$ cat src/rtl/microstore_sequencer_pkg.sv
// Shared control-unit definitions: next-state encodings, default address
// width and the bit layout of the sequencing fields inside a microword.
package microstore_sequencer_pkg;

    localparam int IDX_W_DEFAULT = 7;

    // Next-state select field encodings.
    typedef enum logic [2:0] {
        NS_ENCODE      = 3'b000,
        NS_FETCH       = 3'b001,
        NS_BRANCH      = 3'b010,
        NS_WAIT_MOC    = 3'b011,
        NS_JUMP        = 3'b100,
        NS_INC         = 3'b101,
        NS_COND_ENCODE = 3'b110,
        NS_HALT        = 3'b111
    } ns_e;

    // Microword sequencing fields, LSB first: cr_addr, inv, ns.
    localparam int MW_CR_ADDR_LSB = 0;
    localparam int MW_CR_ADDR_W   = IDX_W_DEFAULT;
    localparam int MW_INV_BIT     = MW_CR_ADDR_LSB + MW_CR_ADDR_W;
    localparam int MW_NS_LSB      = MW_INV_BIT + 1;
    localparam int MW_NS_W        = 3;
    localparam int MW_SEQ_W       = MW_NS_LSB + MW_NS_W;

endpackage

$ cat src/rtl/microstore_sequencer_next_mux.sv
// Combinational next-microaddress selection for the microstore sequencer.
module microseq_next_mux
    import microstore_sequencer_pkg::*;
#(
    parameter int               IDX_W     = IDX_W_DEFAULT,
    parameter logic [IDX_W-1:0] TRAP_ADDR = '0
) (
    input  ns_e              ns_i,
    input  logic             inv_i,
    input  logic             cond_i,
    input  logic             moc_i,
    input  logic             wait_expired_i,
    input  logic [IDX_W-1:0] index_i,
    input  logic [IDX_W-1:0] cr_addr_i,
    input  logic [IDX_W-1:0] enc_addr_i,
    output logic [IDX_W-1:0] next_index_o
);

    logic             taken;
    logic [IDX_W-1:0] inc_addr;

    assign taken    = cond_i ^ inv_i;
    assign inc_addr = index_i + IDX_W'(1);  // wraps modulo 2^IDX_W

    // Select the next microaddress from the current microword's ns field.
    always_comb begin
        // NOTE: defaulting every always_comb output first means no path can leave it unassigned, so no latch is inferred.
        next_index_o = index_i;
        case (ns_i)
            NS_ENCODE:      next_index_o = enc_addr_i;
            NS_FETCH:       next_index_o = '0;
            NS_BRANCH:      next_index_o = taken ? cr_addr_i : inc_addr;
            NS_WAIT_MOC: begin
                if (moc_i)               next_index_o = inc_addr;
                else if (wait_expired_i) next_index_o = TRAP_ADDR;
                else                     next_index_o = index_i;
            end
            NS_JUMP:        next_index_o = cr_addr_i;
            NS_INC:         next_index_o = inc_addr;
            NS_COND_ENCODE: next_index_o = taken ? enc_addr_i : inc_addr;
            NS_HALT:        next_index_o = index_i;
            default:        next_index_o = index_i;
        endcase
    end

endmodule

$ cat src/rtl/microstore_sequencer.sv
// Microstore sequencer: holds the microstore address register, the MOC wait
// timeout counter and the halt flag; next-address choice lives in the mux.
module microstore_sequencer
    import microstore_sequencer_pkg::*;
#(
    parameter int               IDX_W     = IDX_W_DEFAULT,
    parameter int               TIMEOUT   = 15,
    parameter logic [IDX_W-1:0] TRAP_ADDR = '0
) (
    input  logic             clk,
    input  logic             reset_n,
    input  logic [2:0]       ns,
    input  logic             inv,
    input  logic [IDX_W-1:0] cr_addr,
    input  logic             cond,
    input  logic             moc,
    input  logic [IDX_W-1:0] enc_addr,
    input  logic             stall,
    output logic [IDX_W-1:0] index,
    output logic             mem_timeout,
    output logic             halted
);

    // Counter value on the last permitted non-moc wait cycle.
    localparam logic [7:0] WAIT_LAST = 8'(TIMEOUT - 1);

    ns_e              ns_sel;
    logic [IDX_W-1:0] index_q, index_d;
    logic [7:0]       wait_cnt_q, wait_cnt_d;
    logic             mem_timeout_q;
    logic             halted_q;
    logic             waiting;
    logic             wait_expired;

    assign ns_sel       = ns_e'(ns);
    assign waiting      = (ns_sel == NS_WAIT_MOC) && !moc;
    assign wait_expired = waiting && (wait_cnt_q == WAIT_LAST);

    microseq_next_mux #(
        .IDX_W     (IDX_W),
        .TRAP_ADDR (TRAP_ADDR)
    ) u_next_mux (
        .ns_i           (ns_sel),
        .inv_i          (inv),
        .cond_i         (cond),
        .moc_i          (moc),
        .wait_expired_i (wait_expired),
        .index_i        (index_q),
        .cr_addr_i      (cr_addr),
        .enc_addr_i     (enc_addr),
        .next_index_o   (index_d)
    );

    // Count consecutive non-moc wait cycles; clear on moc, on leaving the wait, or on trap.
    always_comb begin
        wait_cnt_d = '0;
        if (waiting && !wait_expired) begin
            wait_cnt_d = wait_cnt_q + 8'd1;
        end
    end

    // Sequencer state: reset beats stall, stall and halt freeze everything.
    always_ff @(posedge clk) begin
        // NOTE: registers take non-blocking assignments so every flop samples pre-edge values, independent of statement order.
        if (!reset_n) begin
            index_q       <= '0;
            wait_cnt_q    <= '0;
            mem_timeout_q <= 1'b0;
            halted_q      <= 1'b0;
        end else if (halted_q || stall) begin
            mem_timeout_q <= 1'b0;
        end else begin
            index_q       <= index_d;
            wait_cnt_q    <= wait_cnt_d;
            mem_timeout_q <= wait_expired;
            halted_q      <= (ns_sel == NS_HALT);
        end
    end

    assign index       = index_q;
    assign mem_timeout = mem_timeout_q;
    assign halted      = halted_q;

endmodule

$ cat config.mk
export PLATFORM = sky130hd
export DESIGN_NAME = microstore_sequencer
export DESIGN_NICKNAME = d
export VERILOG_FILES = /design/src/rtl/microstore_sequencer_pkg.sv /design/src/rtl/microstore_sequencer_next_mux.sv /design/src/rtl/microstore_sequencer.sv
export SDC_FILE = /design/constraint.sdc
export NUM_CORES = 1
export LEC_CHECK = 0
export CAP_MARGIN = 20
export CORE_MARGIN = 3
export CORE_UTILIZATION = 46
export DETAILED_ROUTE_END_ITERATION = 10
export PLACE_DENSITY = 0.78
export SLEW_MARGIN = 25
export SYNTH_ARGS = -nofsm -noshare
export SYNTH_HDL_FRONTEND = slang
export SYNTH_SLANG_ARGS = --single-unit
$ cat constraint.sdc
create_clock -name clk -period 1.9 [get_ports clk]
set_clock_uncertainty 0.15 [all_clocks]
set_input_delay 0.38 -clock clk [delete_from_list [all_inputs] [get_ports clk]]
set_output_delay 0.38 -clock clk [all_outputs]
set_load 0.01 [all_outputs]
Word level (Yosys, flattened, before mapping)
Index checks and enable logic that the tools add are counted.

word-level totals
  output and inout port bits = 9
  bits of input ports = 23
  register bits after elaboration = 17

cells by class
  reduce and logical (&&, ||, !) cells = 9
  eq/ne operators = 9
  bitwise gates (word level) = 4
  add/subtract/negate cells = 2
  muxes and demuxes = 6

operators with widths
  kind                   count
  $pmux W7 S7            1
  $mux W7                4
  $eq A3 B3 Y1 const B   4
  $add A8 B1 Y8 const B  1
  $eq A8 B4 Y1 const B   1
  $mux W8                1
  $add A7 B1 Y7 const B  1
  $eq A3 B2 Y1 const B   2
  $eq A3 B1 Y1 const B   1
  $logic_and A1 B1 Y1    3
  $logic_not A3 Y1       1
  $ne A3 B3 Y1 const B   1
  $not A1 Y1             3
  $reduce_and A3 Y1      1
  $logic_not A1 Y1       2
  $reduce_or A2 Y1       1
  $logic_or A1 B1 Y1     1
  $xor A1 B1 Y1          1

Depth between registers and ports, before layout
Gate-level depths: netlist (run 1).

  depth in word-level cells = 6
  mapped depth = 8

By module
Synthesis (run 1) repeated with hierarchy kept, for this count alone.

unflattened totals
  cell total of the unflattened synthesis = 164
  area, all modules = 1256.2 µm²

modules (own cells, without submodules)
  module                times used  seq. area each (µm²)  cells an instance  area each (µm²)
  microstore_sequencer  1           340.3                 85                 758.2
  microseq_next_mux     1           0.0                   79                 498.0

Least setup slack after synthesis (run 1)
Ideal clock, no wire load.

  path type = input to register
  start point = in ns[0]
  end point = reg index_q[5], in the netlist index[5]
  stages on the path = 5
  required time = 1618 ps
  path buffers = 1
  arrival = 1510 ps
  slack = 108 ps
  cell sequence = clkbuf_1 -> nor2_1 -> a22o_1 -> a2111oi_0 -> o22ai_1

on the way
  cells in the longest elaborated chain, start to end = 5

ends and longest elaborated chain
  what                                line                                                             RTL
  start, declared                     microstore_sequencer.sv:12                                       input logic [2:0] ns,
  $eq A3 B2 Y1                        microstore_sequencer_next_mux.sv:29, microstore_sequencer.sv:36
  $logic_and A1 B1 Y1                 microstore_sequencer.sv:36                                       assign waiting = (ns_sel == NS_WAIT_MOC) && !moc;
  $logic_and A1 B1 Y1                 microstore_sequencer.sv:37                                       assign wait_expired = waiting && (wait_cnt_q == WAIT_LAST);
  $ne A3 B3 Y1 (no source line)       n/a
  $reduce_and A3 Y1 (no source line)  n/a
  end signal, assigned                microstore_sequencer.sv:73                                       index_q <= index_d;
  end, declared                       microstore_sequencer.sv:28                                       logic [IDX_W-1:0] index_q, index_d;

Several ways; a longest one is shown, not always the timed one.
A chain may end at the register's enable or synchronous reset.

Worst setup path after layout (run 1)
  start point = in inv
  end point = reg index_q[3], in the netlist index[3]

on the way
  cells in the longest elaborated chain, start to end = 3

ends and longest elaborated chain
  what                               line                                                                      RTL
  start, declared                    microstore_sequencer.sv:13                                                input logic inv,
  $xor A1 B1 Y1 (*)                  microstore_sequencer_next_mux.sv:22                                       assign taken = cond_i ^ inv_i;
  $mux W7, on equally long branches  microstore_sequencer_next_mux.sv:40, microstore_sequencer_next_mux.sv:32
  $pmux W7 S7 (*)                    microstore_sequencer_next_mux.sv:29                                       case (ns_i)

Mark *: on every way between the ends. The rest lies on a longest branch, timed or not.

==> results of run 1 <==
==> worst reg2reg max path, stage by stage, from the launching register on <==
cell and delay [ps]:
sky130_fd_sc_hd__dfxtp_1 330, sky130_fd_sc_hd__or4_4 560, sky130_fd_sc_hd__o21ai_4 160, sky130_fd_sc_hd__and3_4 250, sky130_fd_sc_hd__a21oi_1 70, sky130_fd_sc_hd__a31o_2 210
==> registers in the layout (all words and copies together) (netlist names) <==
signal,cells
mem_timeout,1
halted,1
index,7
wait_cnt_q,8
==> worst min path at each step <==
stage / to / slack (ps) / cells after the start
after global placement: halted / 320 / 1
after floorplan: wait_cnt_q[7] / 340 / 2
after CTS: index[6] / 360 / 2
final: halted / 360 / 1
after detailed placement: halted / 340 / 1
after global routing: index[6] / 380 / 2
==> through the flow <==
step                      utilization [%]  area, um^2  cells  worst slack [ps]
after global routing                 77.0        1600    211              7.27
after detailed placement             74.2        1540    205              -380
final                                77.0        1600    211              44.1
after floorplan                         -        1070    131               108
after CTS                            75.7        1580    210              8.58
after global placement               74.2        1540    205              -327
==> final cells by class <==
cell class	count	area (um^2)
clock inverter	1	5.00
tap	27	33.8
sequential	17	340
fill	158	479
inverter	1	3.75
multi-input combinational	109	726
clock buffer	3	22.5
timing repair buffer	53	472
==> layer usage <==
layer,wire length (um),vias to the layer above
met5,0,-
met3,148,0
met4,0,0
met2,1470,29
li1,-,594
met1,1280,570
==> placed cells by master (no fill, tap or decap), types with 3 or more instances in the layout <==
cell type	netlist	routed
sky130_fd_sc_hd__o21ai_0	6	5
sky130_fd_sc_hd__clkdlybuf4s50_1	0	28
sky130_fd_sc_hd__clkbuf_4	0	3
sky130_fd_sc_hd__dfxtp_1	17	17
sky130_fd_sc_hd__nand2b_1	7	7
sky130_fd_sc_hd__nor2_1	16	16
sky130_fd_sc_hd__o211ai_1	4	4
sky130_fd_sc_hd__a21oi_1	7	7
sky130_fd_sc_hd__dlygate4sd2_1	0	3
sky130_fd_sc_hd__xnor2_1	4	4
sky130_fd_sc_hd__nand2_1	12	12
sky130_fd_sc_hd__nand3_1	6	6
sky130_fd_sc_hd__buf_4	0	22
sky130_fd_sc_hd__nand4_1	3	3
sky130_fd_sc_hd__ha_1	3	3
sky130_fd_sc_hd__xor2_1	5	5
==> where the power goes <==
part	switching [uW]	leakage, uW	internal [uW]
sequential	14.8	0.000138	371
clock	111	0.0000177	78.1
combinational	105	0.000441	140
total	231	0.000597	589
==> timing repair <==
action	CTS	global route
setup buffers	1	0
pin swaps	1	6
resized for setup	4	7
setup endpoints to repair	5	7
cloned	0	1
==> cells by family (layout without fill, tap and decap cells) <==
kind of cell / Yosys count / after routing
simple gates: 57 / 58
compound gates: 38 / 38
flops: 17 / 17
xor+xnor: 10 / 10
buf+inv: 6 / 58
fa+ha+maj: 3 / 3
==> results.txt, run 1 <==
----------------------------------------------------
[Route]
  Detail-routed net length per standard cell ... 13.7 um
  1st-iter DRT viols ... 25
  Sum of routed wire length over all layers ... 2.90 mm
  Post-detailed-route via-to-cell ratio ... 5.65
  Routed Antenna Nets ... 0
  Total vias in the final route ... 1,193
  Pre-Repair DR Iteration Count ... 4
  Residual DRC ... 0

[Synthesis]
  Most instantiated cells after synthesis ... sky130_fd_sc_hd__dfxtp_1 (17), sky130_fd_sc_hd__nor2_1 (16), sky130_fd_sc_hd__nand2_1 (12), sky130_fd_sc_hd__a21oi_1 (7), sky130_fd_sc_hd__nand2b_1 (7)
  Unique cell type count in the Yosys netlist ... 43
  Post-synthesis compound-gate area fraction ... 24.8%
  Count of flip-flops with a built-in enable after synthesis ... 0
  Gate count of the mapped netlist ... 131
  Share of flip-flops with an asynchronous set or reset ... 0%
  Cell area after synthesis ... 0.00107 mm^2
  Ys Warns ... 0
  Most used DFF post-synth ... sky130_fd_sc_hd__dfxtp_1
  Main combinational cell family by area after synthesis ... simple AND/OR/NAND/NOR gates
  Total nets after synthesis ... 157
  Share of Yosys cell area claimed by the top area cell type ... 31.8%
  Most repeated cell in the gate-level netlist after synthesis ... sky130_fd_sc_hd__dfxtp_1
  Sequential cell area fraction in the yosys report ... 31.8%
  Synth area leader ... sky130_fd_sc_hd__dfxtp_1
  Main area contributors after synthesis ... sky130_fd_sc_hd__dfxtp_1 (32%), sky130_fd_sc_hd__nor2_1 (5.6%), sky130_fd_sc_hd__nand2_1 (4.2%)
  Avg Cell Area, Syn ... 8.17 um^2
  Simple-gate area share of the yosys netlist ... 28.1%
  Synth Area in Adders ... 3.51%
  Share of cell area taken by muxes after synthesis ... 0%
  Synth Register Bits ... 17
  Xor and xnor fraction of the mapped netlist area ... 8.89%

[Setup path]
  Setup crit start ... inv
  End of the critical path ... index[3]
  Worst EP arrival ... 1890 ps
  Critical register-to-register path startpoint ... wait_cnt_q[4]
  Max stage delay cell, worst path ... sky130_fd_sc_hd__clkdlybuf4s50_1
  Endpoint of the worst register-to-register path ... index[3]
  Crit Path Max Fanout ... 4
  WP buf/inv ... 2
  Critical-path cell list ... clkdlybuf4s50_1 > xor2_2 > buf_4 > o21ba_2 > o21ai_1 > o311ai_1 > a31o_2
  Crit. path cell count ... 7
  Number of cells traversed by the worst register-to-register path ... 5
  Crit path required time ... 1930 ps
  Crit Path Class ... input port to register
  Largest stage delay, worst path ... 440 ps
  Startpoint kind of the worst setup timing path ... input port
  Top delay family on crit path ... compound AO/OA/AOI/OAI gates
  CP endpoint kind ... register
  Reg-to-reg setup timing slack ... 70 ps

[Floorplan]
  Row count ... 16
  DIE WIDTH ... 54.2 um
  Die height ... 54.2 um
  Initial core utilization ... 51.4%
  Core Box Area ... 0.00208 mm^2
  DIE AREA ... 0.00294 mm^2
  Number of primary I/O pins ... 32

[Power]
  Leakage Power ... 0.000597 uW
  Cell Pwr Density ... 512 mW/mm^2
  Worst vdd ir ... 391 uV
  Power Total ... 820 uW

[Placement]
  HPWL reported at the end of detailed placement ... 2.28 mm
  Routability-driven placement congestion ratio ... 0.740
  Count of buffers inserted at the top-level ports ... 31

[STA]
  Setup repair after global routing missed its margin ... no
  Count of final hold-check violations ... 0
  Final worst path period need ... 1860 ps
  Portion of the clock cycle consumed by the worst path in the final layout ... 97.7%
  Worst slew margin relative to its limit ... 75.9%
  Setup TNS after final layout ... 0 ps
  Hold slack final ... 362 ps
  Max Transition Viols Final ... 0
  Number of failing setup endpoints in the final timing report ... 0
  Actual transition at the worst max-transition pin ... 361 ps
  Achievable frequency ... 539 MHz

[GRT]
  Combined global-route utilization of all metal layers ... 21.1%
  Busiest layer in global routing ... met2
  Number of global-route vias before repair ... 1,072
  Number of antenna violations at the first check in global routing ... 0
  Global-route met2 utilization ... 39.2%
  Global-route wire length before repair ... 4.64 mm
  Pin count of the biggest net entering global routing ... 15
  Global routing met3 resource utilization ... 2.18%
  GRT Residual Overflow ... 0
  Global Route met1 Usage ... 26.2%

[Run]
  Max-cap violations ... 0

[Clocking]
  Source-to-sink clock delay at the later pin of the worst-skew pair ... 290 ps
  Number of sinks handled by clock tree synthesis ... 17
  TritonCTS Buffers ... 3
  Cell at the root of the clock tree ... sky130_fd_sc_hd__clkbuf_4
  Total number of H-tree levels ... 1
  Maximum buffer depth of the clock tree ... 2
  Number of hold-repair buffers added at the cts stage ... 0
  Clock slew at reported path FFs ... 100 ps
  TritonCTS clock tree ... built

[Final layout]
  Antenna diode count ... 0
  Final nets ... 211
  Synthesis-to-finish area growth ... 49.8%
  Share of final-layout standard cells stronger than drive strength 1 ... 19.6%

[Min path]
  Startpoint of the tightest hold check path ... halted
  Hold WC Path Type ... register to register

[Run status]
  Outcome ... finished clean

----------------------------------------------------
No activity file was read; power rests on OpenSTA's default activity.
==> run 2, diff against run 1 <==
--- a/config.mk
+++ b/config.mk
@@ -6,7 +6,6 @@
 export NUM_CORES = 1
 export LEC_CHECK = 0
 export CAP_MARGIN = 20
-export CORE_MARGIN = 3
 export CORE_UTILIZATION = 46
 export DETAILED_ROUTE_END_ITERATION = 10
 export PLACE_DENSITY = 0.78
==> constraint.sdc (replaced) <==
create_clock -name clk -period 1.9 [get_ports clk]
set_clock_uncertainty 0.15 [all_clocks]
set_input_delay 0.38 -clock clk [delete_from_list [all_inputs] [get_ports clk]]
set_output_delay 0.38 -clock clk [all_outputs]
set_load 0.005 [all_outputs]
==> run 2 against run 1 <==
  * Cell count is 0.95% higher
  * Critical endpoint is now index[5]
  * Count of clock-buffer cells in the layout did not move
  * Fmax increased by 1.0%
  * Sequential power is essentially flat
  * Global-route usage increased by 5.5 points
  * Non-clock buffer count grew 1
  * Flip-flop and latch count is the same
  * Core utilization down 0.57 points
  * Hold slack worse by 5.5 ps
  * Clock power up 6%
  * Register-to-register slack barely moved
==> results.txt, run 2 (synthesis results as in run 1) <==
----------------------------------------------------
[Route]
  Top routing layer in use ... met4 (was met3)
  Residual DRC ... 0 (unchanged)
  Sum of routed wire length over all layers ... 3.27 mm (was 2.90 mm)
  Met1 Routed Length ... 1.35 mm (was 1.28 mm)
  Detail-routed net length per standard cell ... 15.4 um (was 13.7 um)
  Routed Antenna Nets ... 0 (unchanged)
  Post-detailed-route via-to-cell ratio ... 5.81 (was 5.65)
  Met2 WL post-DR ... 1.67 mm (was 1.47 mm)
  Detailed-routed wire length on met3 ... 188 um (was 148 um)
  Pre-Repair DR Iteration Count ... 4 (unchanged)
  Total vias in the final route ... 1,238 (was 1,193)
  1st-iter DRT viols ... 32 (was 25)

[Final layout]
  Most common library cell in the layout ignoring fill and taps ... sky130_fd_sc_hd__clkdlybuf4s50_1 (unchanged)
  Top library cells by usage in the layout, fill and taps aside ... sky130_fd_sc_hd__clkdlybuf4s50_1 (27), sky130_fd_sc_hd__buf_4 (22), sky130_fd_sc_hd__dfxtp_1 (17), sky130_fd_sc_hd__nor2_1 (15), sky130_fd_sc_hd__nand2_1 (12) (was sky130_fd_sc_hd__clkdlybuf4s50_1 (28), sky130_fd_sc_hd__buf_4 (22), sky130_fd_sc_hd__dfxtp_1 (17), sky130_fd_sc_hd__nor2_1 (16), sky130_fd_sc_hd__nand2_1 (12))
  Final non-filler cell total ... 213 (was 211)
  Antenna diode count ... 0 (unchanged)
  Register with the most flip-flops ... wait_cnt_q (unchanged)
  Share of final-layout standard cells stronger than drive strength 1 ... 24.3% (was 19.6%)
  Final nets ... 212 (was 211)
  Synthesis-to-finish area growth ... 58.0% (was 49.8%)
  Fin util ... 76.4% (was 77.0%)
  Flip-flop count of the largest register, all copies and words added ... 8 (unchanged)
  Count of filler cells inserted in the layout ... 164 (was 158)

[STA]
  Setup TNS after final layout ... 0 ps (unchanged)
  Worst slew margin relative to its limit ... 73.8% (was 75.9%)
  Number of failing setup endpoints in the final timing report ... 0 (unchanged)
  Final worst path period need ... 1840 ps (was 1860 ps)
  Count of final hold-check violations ... 0 (unchanged)
  Portion of the clock cycle consumed by the worst path in the final layout ... 96.7% (was 97.7%)
  Max Transition Viols Final ... 0 (unchanged)
  Slack of the critical path ... 63.2 ps (was 44.1 ps)
  Actual transition at the worst max-transition pin ... 392 ps (was 361 ps)
  Achievable frequency ... 544 MHz (was 539 MHz)

[Clocking]
  Maximum buffer depth of the clock tree ... 2 (unchanged)
  TritonCTS clock tree ... built (unchanged)
  Number of sinks handled by clock tree synthesis ... 17 (unchanged)
  Total number of H-tree levels ... 1 (unchanged)
  Cell at the root of the clock tree ... sky130_fd_sc_hd__clkbuf_4 (unchanged)
  TritonCTS Buffers ... 3 (unchanged)
  Clock slew at reported path FFs ... 100 ps (about the same)
  Source-to-sink clock delay at the later pin of the worst-skew pair ... 300 ps (was 290 ps)
  Number of hold-repair buffers added at the cts stage ... 0 (unchanged)

[GRT]
  GRT Residual Overflow ... 0 (unchanged)
  Number of antenna violations at the first check in global routing ... 0 (unchanged)
  Pin count of the biggest net entering global routing ... 15 (unchanged)
  Global-route wire length before repair ... 5.10 mm (was 4.64 mm)
  Combined global-route utilization of all metal layers ... 26.6% (was 21.1%)
  Number of global-route vias before repair ... 1,180 (was 1,072)

[Setup path]
  Startpoint kind of the worst setup timing path ... input port (unchanged)
  Worst EP arrival ... 1870 ps (was 1890 ps)
  Largest stage delay, worst path ... 450 ps (was 440 ps)
  Crit Path Class ... input port to register (unchanged)
  WP buf/inv ... 2 (unchanged)
  Top delay family on crit path ... compound AO/OA/AOI/OAI gates (unchanged)
  Critical register-to-register path startpoint ... wait_cnt_q[4] (unchanged)
  Endpoint of the worst register-to-register path ... index[3] (unchanged)
  Max stage delay cell, worst path ... sky130_fd_sc_hd__clkdlybuf4s50_1 (unchanged)
  Crit path required time ... 1940 ps (was 1930 ps)
  Number of cells traversed by the worst register-to-register path ... 5 (unchanged)
  Reg-to-reg setup timing slack ... 70 ps (about the same)
  Critical-path cell list ... clkdlybuf4s50_1 > xor2_2 > buf_6 > a22o_4 > a2111oi_2 > o22ai_1 (was clkdlybuf4s50_1 > xor2_2 > buf_4 > o21ba_2 > o21ai_1 > o311ai_1 > a31o_2)
  Crit Path Max Fanout ... 5 (was 4)
  CP endpoint kind ... register (unchanged)

[Run status]
  Outcome ... finished clean (unchanged)

[Placement]
  HPWL reported at the end of detailed placement ... 2.37 mm (was 2.28 mm)
  Cell count after placement ... 208 (was 205)
  Routability-driven placement congestion ratio ... 0.911 (was 0.740)
  Count of buffers inserted at the top-level ports ... 31 (unchanged)
  Placement Setup Slack ... -442 ps (was -380 ps)

[Min path]
  WHS Endpoint ... halted (unchanged)
  Hold depth ... 1 (unchanged)
  Hold WC Path Type ... register to register (unchanged)
  Startpoint of the tightest hold check path ... halted (unchanged)

[Floorplan]
  Initial core utilization ... 48.4% (was 51.4%)
  Row count ... 17 (was 16)
  DIE WIDTH ... 50.2 um (was 54.2 um)
  Die height ... 50.2 um (was 54.2 um)
  Number of primary I/O pins ... 32 (unchanged)
  DIE AREA ... 0.00252 mm^2 (was 0.00294 mm^2)
  Core Box Area ... 0.00221 mm^2 (was 0.00208 mm^2)

[Power]
  Cell Pwr Density ... 505 mW/mm^2 (was 512 mW/mm^2)
  Worst vdd ir ... 495 uV (was 391 uV)
  Leakage Power ... 0.000640 uW (was 0.000597 uW)

[Run]
  Max-cap violations ... 0 (unchanged)

----------------------------------------------------
-- run 2: cell types whose count changed in the layout (fill, tap and decap cells not counted), moves of 2 or more --
cell                             before  now
sky130_fd_sc_hd__a32oi_2              0    2
sky130_fd_sc_hd__dlymetal6s2s_1       0    3
sky130_fd_sc_hd__a32oi_1              2    0
sky130_fd_sc_hd__dlygate4sd2_1        3    1
-- run 2: layout make-up --
| cell class | instances | area (um^2) | share of cell area [%] |
|---|---|---|---|
| clock buffers | 3 | 22.5 | 1.33 |
| clock inverters | 1 | 5.00 | 0.296 |
| inverters | 1 | 3.75 | 0.222 |
| multi-input cells | 109 | 791 | 46.8 |
| flip-flops and latches | 17 | 340 | 20.1 |
| well taps | 28 | 35.0 | 2.07 |
| repair buffers | 54 | 493 | 29.2 |
-- run 2: worst max path at each step --
stage	from	end	slack, ps	cells past startpoint
final	inv	index[5]	60	6
after global routing	index[1]	index[6]	-8	6
after CTS	inv	index[6]	0.7	6
after detailed placement	ns[0]	index[6]	-440	6
after global placement	inv	index[3]	-350	7
after floorplan	ns[0]	index[5]	110	5
-- run 2: worst register-to-register path, stage by stage, from the launching register on --
cell and delay, ps:
sky130_fd_sc_hd__dfxtp_1 330, sky130_fd_sc_hd__or4_4 550, sky130_fd_sc_hd__o21ai_4 180, sky130_fd_sc_hd__and3_4 250, sky130_fd_sc_hd__a21oi_1 70, sky130_fd_sc_hd__a31o_2 200
-- run 2: what timing repair did --
action | 4_1_cts | 5_1_grt
gates resized for setup | 8 | 16
setup endpoints to repair | 4 | 6
cloned | 0 | 1
setup buffers | 0 | 0
pin swaps | 0 | 9
-- run 2: power breakdown --
group | leakage [uW] | total, uW | internal (uW) | switching (uW)
Clock | 0.0000177 | 200 | 78.6 | 121
Sequential | 0.000138 | 387 | 371 | 16.3
Combinational | 0.000484 | 266 | 153 | 114
-- run 2: metrics by stage --
stage	area, um^2	total power, uW	hold slack [ps]
global placement	1560	619	323
floorplan	1070	494	331
global route	1690	896	386
finish	1690	853	356
CTS	1620	838	364
detailed placement	1560	627	339
-- run 2: routing by layer --
metal,up-vias,track usage [%]
met2,59,50.0
met4,0,12.9
li1,595,-
met1,577,29.1
met5,-,0
met3,7,3.03
==> run 3, diff against run 2 <==
--- a/config.mk
+++ b/config.mk
@@ -5,10 +5,12 @@
 export SDC_FILE = /design/constraint.sdc
 export NUM_CORES = 1
 export LEC_CHECK = 0
+export ABC_AREA = 1
 export CAP_MARGIN = 20
-export CORE_UTILIZATION = 46
+export CORE_UTILIZATION = 47
 export DETAILED_ROUTE_END_ITERATION = 10
 export PLACE_DENSITY = 0.78
+export SKIP_CTS_REPAIR_TIMING = 1
 export SLEW_MARGIN = 25
 export SYNTH_ARGS = -nofsm -noshare
 export SYNTH_HDL_FRONTEND = slang
==> run 3 against run 2 <==
  * Via count up 6.4%
  * Fmax grew 2.6%
  * Non-clock buffer count down 14
  * Clock power is 5% higher
  * Sequential power about the same
  * Final area is 5.7% lower
  * Core utilization shrank 6.4 points
  * Worst setup slack better by 47 ps
  * Critical path depth down 5
  * Critical path type is now register to primary output
  * Critical endpoint is now index[2]
  * Largest cell class unchanged
==> results.txt, run 3 <==
----------------------------------------------------
[Final layout]
  Flip-flop count of the largest register, all copies and words added ... 8 (unchanged)
  Synthesis-to-finish area growth ... 36.7% (was 58.0%)
  Final non-filler cell total ... 260 (was 213)
  Final nets ... 259 (was 212)
  Share of final-layout standard cells stronger than drive strength 1 ... 9.91% (was 24.3%)
  Most common library cell in the layout ignoring fill and taps ... sky130_fd_sc_hd__nand2_1 (was sky130_fd_sc_hd__clkdlybuf4s50_1)
  Top library cells by usage in the layout, fill and taps aside ... sky130_fd_sc_hd__nand2_1 (61), sky130_fd_sc_hd__clkdlybuf4s50_1 (31), sky130_fd_sc_hd__nor2_1 (28), sky130_fd_sc_hd__inv_1 (21) (was sky130_fd_sc_hd__clkdlybuf4s50_1 (27), sky130_fd_sc_hd__buf_4 (22), sky130_fd_sc_hd__dfxtp_1 (17), sky130_fd_sc_hd__nor2_1 (15), sky130_fd_sc_hd__nand2_1 (12))
  Final Instance Area ... 0.00159 mm^2 (was 0.00169 mm^2)
  Register with the most flip-flops ... wait_cnt_q (unchanged)
  Antenna diode count ... 0 (unchanged)

[Setup path]
  Setup crit start ... index[2] (was inv)
  Crit Path Class ... register to primary output (was input port to register)
  Largest stage delay, worst path ... 530 ps (was 450 ps)
  WP buf/inv ... 1 (was 2)
  Crit path required time ... 1370 ps (was 1940 ps)
  Top delay family on crit path ... buffers and inverters (was compound AO/OA/AOI/OAI gates)
  Worst EP arrival ... 1260 ps (was 1870 ps)
  Critical-path cell list ... clkdlybuf4s50_1 (was clkdlybuf4s50_1 > xor2_2 > buf_6 > a22o_4 > a2111oi_2 > o22ai_1)
  Crit Path Max Fanout ... 6 (was 5)
  Critical register-to-register path startpoint ... wait_cnt_q[0] (was wait_cnt_q[4])
  Startpoint kind of the worst setup timing path ... register (was input port)
  CP endpoint kind ... primary output (was register)
  Max stage delay cell, worst path ... sky130_fd_sc_hd__clkdlybuf4s50_1 (unchanged)

[Synthesis]
  Share of flip-flops with an asynchronous set or reset ... 0% (unchanged)
  Sequential cell area fraction in the yosys report ... 29.2% (was 31.8%)
  Avg Cell Area, Syn ... 6.17 um^2 (was 8.17 um^2)
  Most used DFF post-synth ... sky130_fd_sc_hd__dfxtp_1 (unchanged)
  Unique cell type count in the Yosys netlist ... 24 (was 43)
  Main area contributors after synthesis ... sky130_fd_sc_hd__dfxtp_1 (29%), sky130_fd_sc_hd__nand2_1 (20%), sky130_fd_sc_hd__nor2_1 (9.0%) (was sky130_fd_sc_hd__dfxtp_1 (32%), sky130_fd_sc_hd__nor2_1 (5.6%), sky130_fd_sc_hd__nand2_1 (4.2%))
  Total nets after synthesis ... 215 (was 157)
  Cell area after synthesis ... 0.00117 mm^2 (was 0.00107 mm^2)
  Synth area leader ... sky130_fd_sc_hd__dfxtp_1 (unchanged)
  Count of flip-flops with a built-in enable after synthesis ... 0 (unchanged)
  Most repeated cell in the gate-level netlist after synthesis ... sky130_fd_sc_hd__nand2_1 (was sky130_fd_sc_hd__dfxtp_1)
  Ys Warns ... 0 (unchanged)
  Share of Yosys cell area claimed by the top area cell type ... 29.2% (was 31.8%)
  Gate count of the mapped netlist ... 189 (was 131)
  Synth Register Bits ... 17 (unchanged)
  Most instantiated cells after synthesis ... sky130_fd_sc_hd__nand2_1 (62), sky130_fd_sc_hd__nor2_1 (28), sky130_fd_sc_hd__inv_1 (21), sky130_fd_sc_hd__dfxtp_1 (17), sky130_fd_sc_hd__nand3_1 (17) (was sky130_fd_sc_hd__dfxtp_1 (17), sky130_fd_sc_hd__nor2_1 (16), sky130_fd_sc_hd__nand2_1 (12), sky130_fd_sc_hd__a21oi_1 (7), sky130_fd_sc_hd__nand2b_1 (7))

[Route]
  Pre-Repair DR Iteration Count ... 4 (unchanged)
  Sum of routed wire length over all layers ... 2.94 mm (was 3.27 mm)
  Residual DRC ... 0 (unchanged)
  1st-iter DRT viols ... 36 (was 32)
  Post-detailed-route via-to-cell ratio ... 5.07 (was 5.81)
  Total vias in the final route ... 1,317 (was 1,238)
  Routed Antenna Nets ... 0 (unchanged)
  Detail-routed net length per standard cell ... 11.3 um (was 15.4 um)

[STA]
  Final worst path period need ... 1790 ps (was 1840 ps)
  Actual transition at the worst max-transition pin ... 301 ps (was 392 ps)
  Slack of the critical path ... 110 ps (was 63.2 ps)
  Number of failing setup endpoints in the final timing report ... 0 (unchanged)
  Count of final hold-check violations ... 0 (unchanged)
  Portion of the clock cycle consumed by the worst path in the final layout ... 94.2% (was 96.7%)
  Setup repair after global routing missed its margin ... no
  Worst slew margin relative to its limit ... 79.9% (was 73.8%)
  Max Transition Viols Final ... 0 (unchanged)
  Hold slack final ... 370 ps (was 356 ps)
  Achievable frequency ... 559 MHz (was 544 MHz)

[GRT]
  Global routing met3 resource utilization ... 3.51% (was 3.03%)
  GRT Residual Overflow ... 0 (unchanged)
  Combined global-route utilization of all metal layers ... 25.1% (was 26.6%)
  Global Route met1 Usage ... 28.0% (was 29.1%)
  Number of global-route vias before repair ... 1,235 (was 1,180)
  Pin count of the biggest net entering global routing ... 14 (was 15)
  Number of antenna violations at the first check in global routing ... 0 (unchanged)
  Global-route wire length before repair ... 5.01 mm (was 5.10 mm)
  Global-route met2 utilization ... 45.7% (was 50.0%)
  Busiest layer in global routing ... met2 (unchanged)

[Clocking]
  Maximum buffer depth of the clock tree ... 2 (unchanged)
  Cell at the root of the clock tree ... sky130_fd_sc_hd__clkbuf_4 (unchanged)
  TritonCTS clock tree ... built (unchanged)
  Number of sinks handled by clock tree synthesis ... 17 (unchanged)
  TritonCTS Buffers ... 3 (unchanged)
  Clock slew at reported path FFs ... 110 ps (was 100 ps)
  Total number of H-tree levels ... 1 (unchanged)
  Source-to-sink clock delay at the later pin of the worst-skew pair ... 300 ps (about the same)

[Placement]
  Placed cell area ... 0.00156 mm^2 (about the same)
  Routability-driven placement congestion ratio ... 0.815 (was 0.911)
  Placement Setup Slack ... -163 ps (was -442 ps)
  Cell count after placement ... 256 (was 208)
  Count of buffers inserted at the top-level ports ... 31 (unchanged)
  HPWL reported at the end of detailed placement ... 2.32 mm (was 2.37 mm)

[Floorplan]
  Core Box Area ... 0.00228 mm^2 (was 0.00221 mm^2)
  Initial core utilization ... 51.2% (was 48.4%)
  DIE AREA ... 0.00268 mm^2 (was 0.00252 mm^2)
  Row count ... 17 (unchanged)
  Die height ... 51.8 um (was 50.2 um)
  Number of primary I/O pins ... 32 (unchanged)
  DIE WIDTH ... 51.8 um (was 50.2 um)

[Run]
  Max-cap violations ... 0 (unchanged)

[Min path]
  Hold WC Path Type ... register to register (unchanged)
  Startpoint of the tightest hold check path ... wait_cnt_q[0] (was halted)

[Power]
  Worst vdd ir ... 413 uV (was 495 uV)
  Cell Pwr Density ... 521 mW/mm^2 (was 505 mW/mm^2)
  Leakage Power ... 0.000716 uW (was 0.000640 uW)

[Run status]
  Outcome ... finished clean (unchanged)

----------------------------------------------------
[run 3: cells by family (layout without fill, tap and decap cells)]
group | Yosys count | after routing | share of synthesized area (%)
AND/OR/NAND/NOR | 121 | 121 | 46.0
buffers and inverters | 23 | 66 | 8.37
AO/OA/AOI/OAI | 20 | 20 | 9.44
flip-flops | 17 | 17 | 29.2
XOR/XNOR | 5 | 5 | 3.76
adder cells (fa/ha/maj) | 3 | 3 | 3.22
[run 3: metrics by stage]
stage	total power [uW]	TNS, ps	util [%]
floorplan	508	0	-
global placement	618	-676	68.7
detailed placement	626	-1250	68.7
CTS	836	0	69.9
global route	877	0	70.0
finish	830	0	70.0
[run 3: worst paths after layout]
kind / slack [ps] / depth (start not counted) / end
hold / removal: 370 / 2 / wait_cnt_q[0]
hold reg to reg: 370 / 2 / wait_cnt_q[0]
setup / recovery: 110 / 1 / index[2]
setup reg to reg: 250 / 9 / index[5]
[run 3: cell type report]
class                   count  area [um^2]
clock buffers               3         22.5
clock inverters             1         5.00
fillers                   202          682
inverters                  22         82.6
multi-input cells         149          731
flip-flops and latches     17          340
well taps                  28         35.0
repair buffers             40          378
[run 3: per-layer routing]
layer / up-vias / part of all wire, %
met2: 26 / 52
met4: 0 / 2.1
met1: 600 / 42
li1: 684 / -
met5: - / 0
met3: 7 / 3.7
[run 3: where the power goes]
part	switching, uW	internal (uW)	leakage, uW
clock	131	78.7	0.0000177
sequential	18.5	372	0.000138
combinational	113	117	0.000559
total	262	567	0.000716
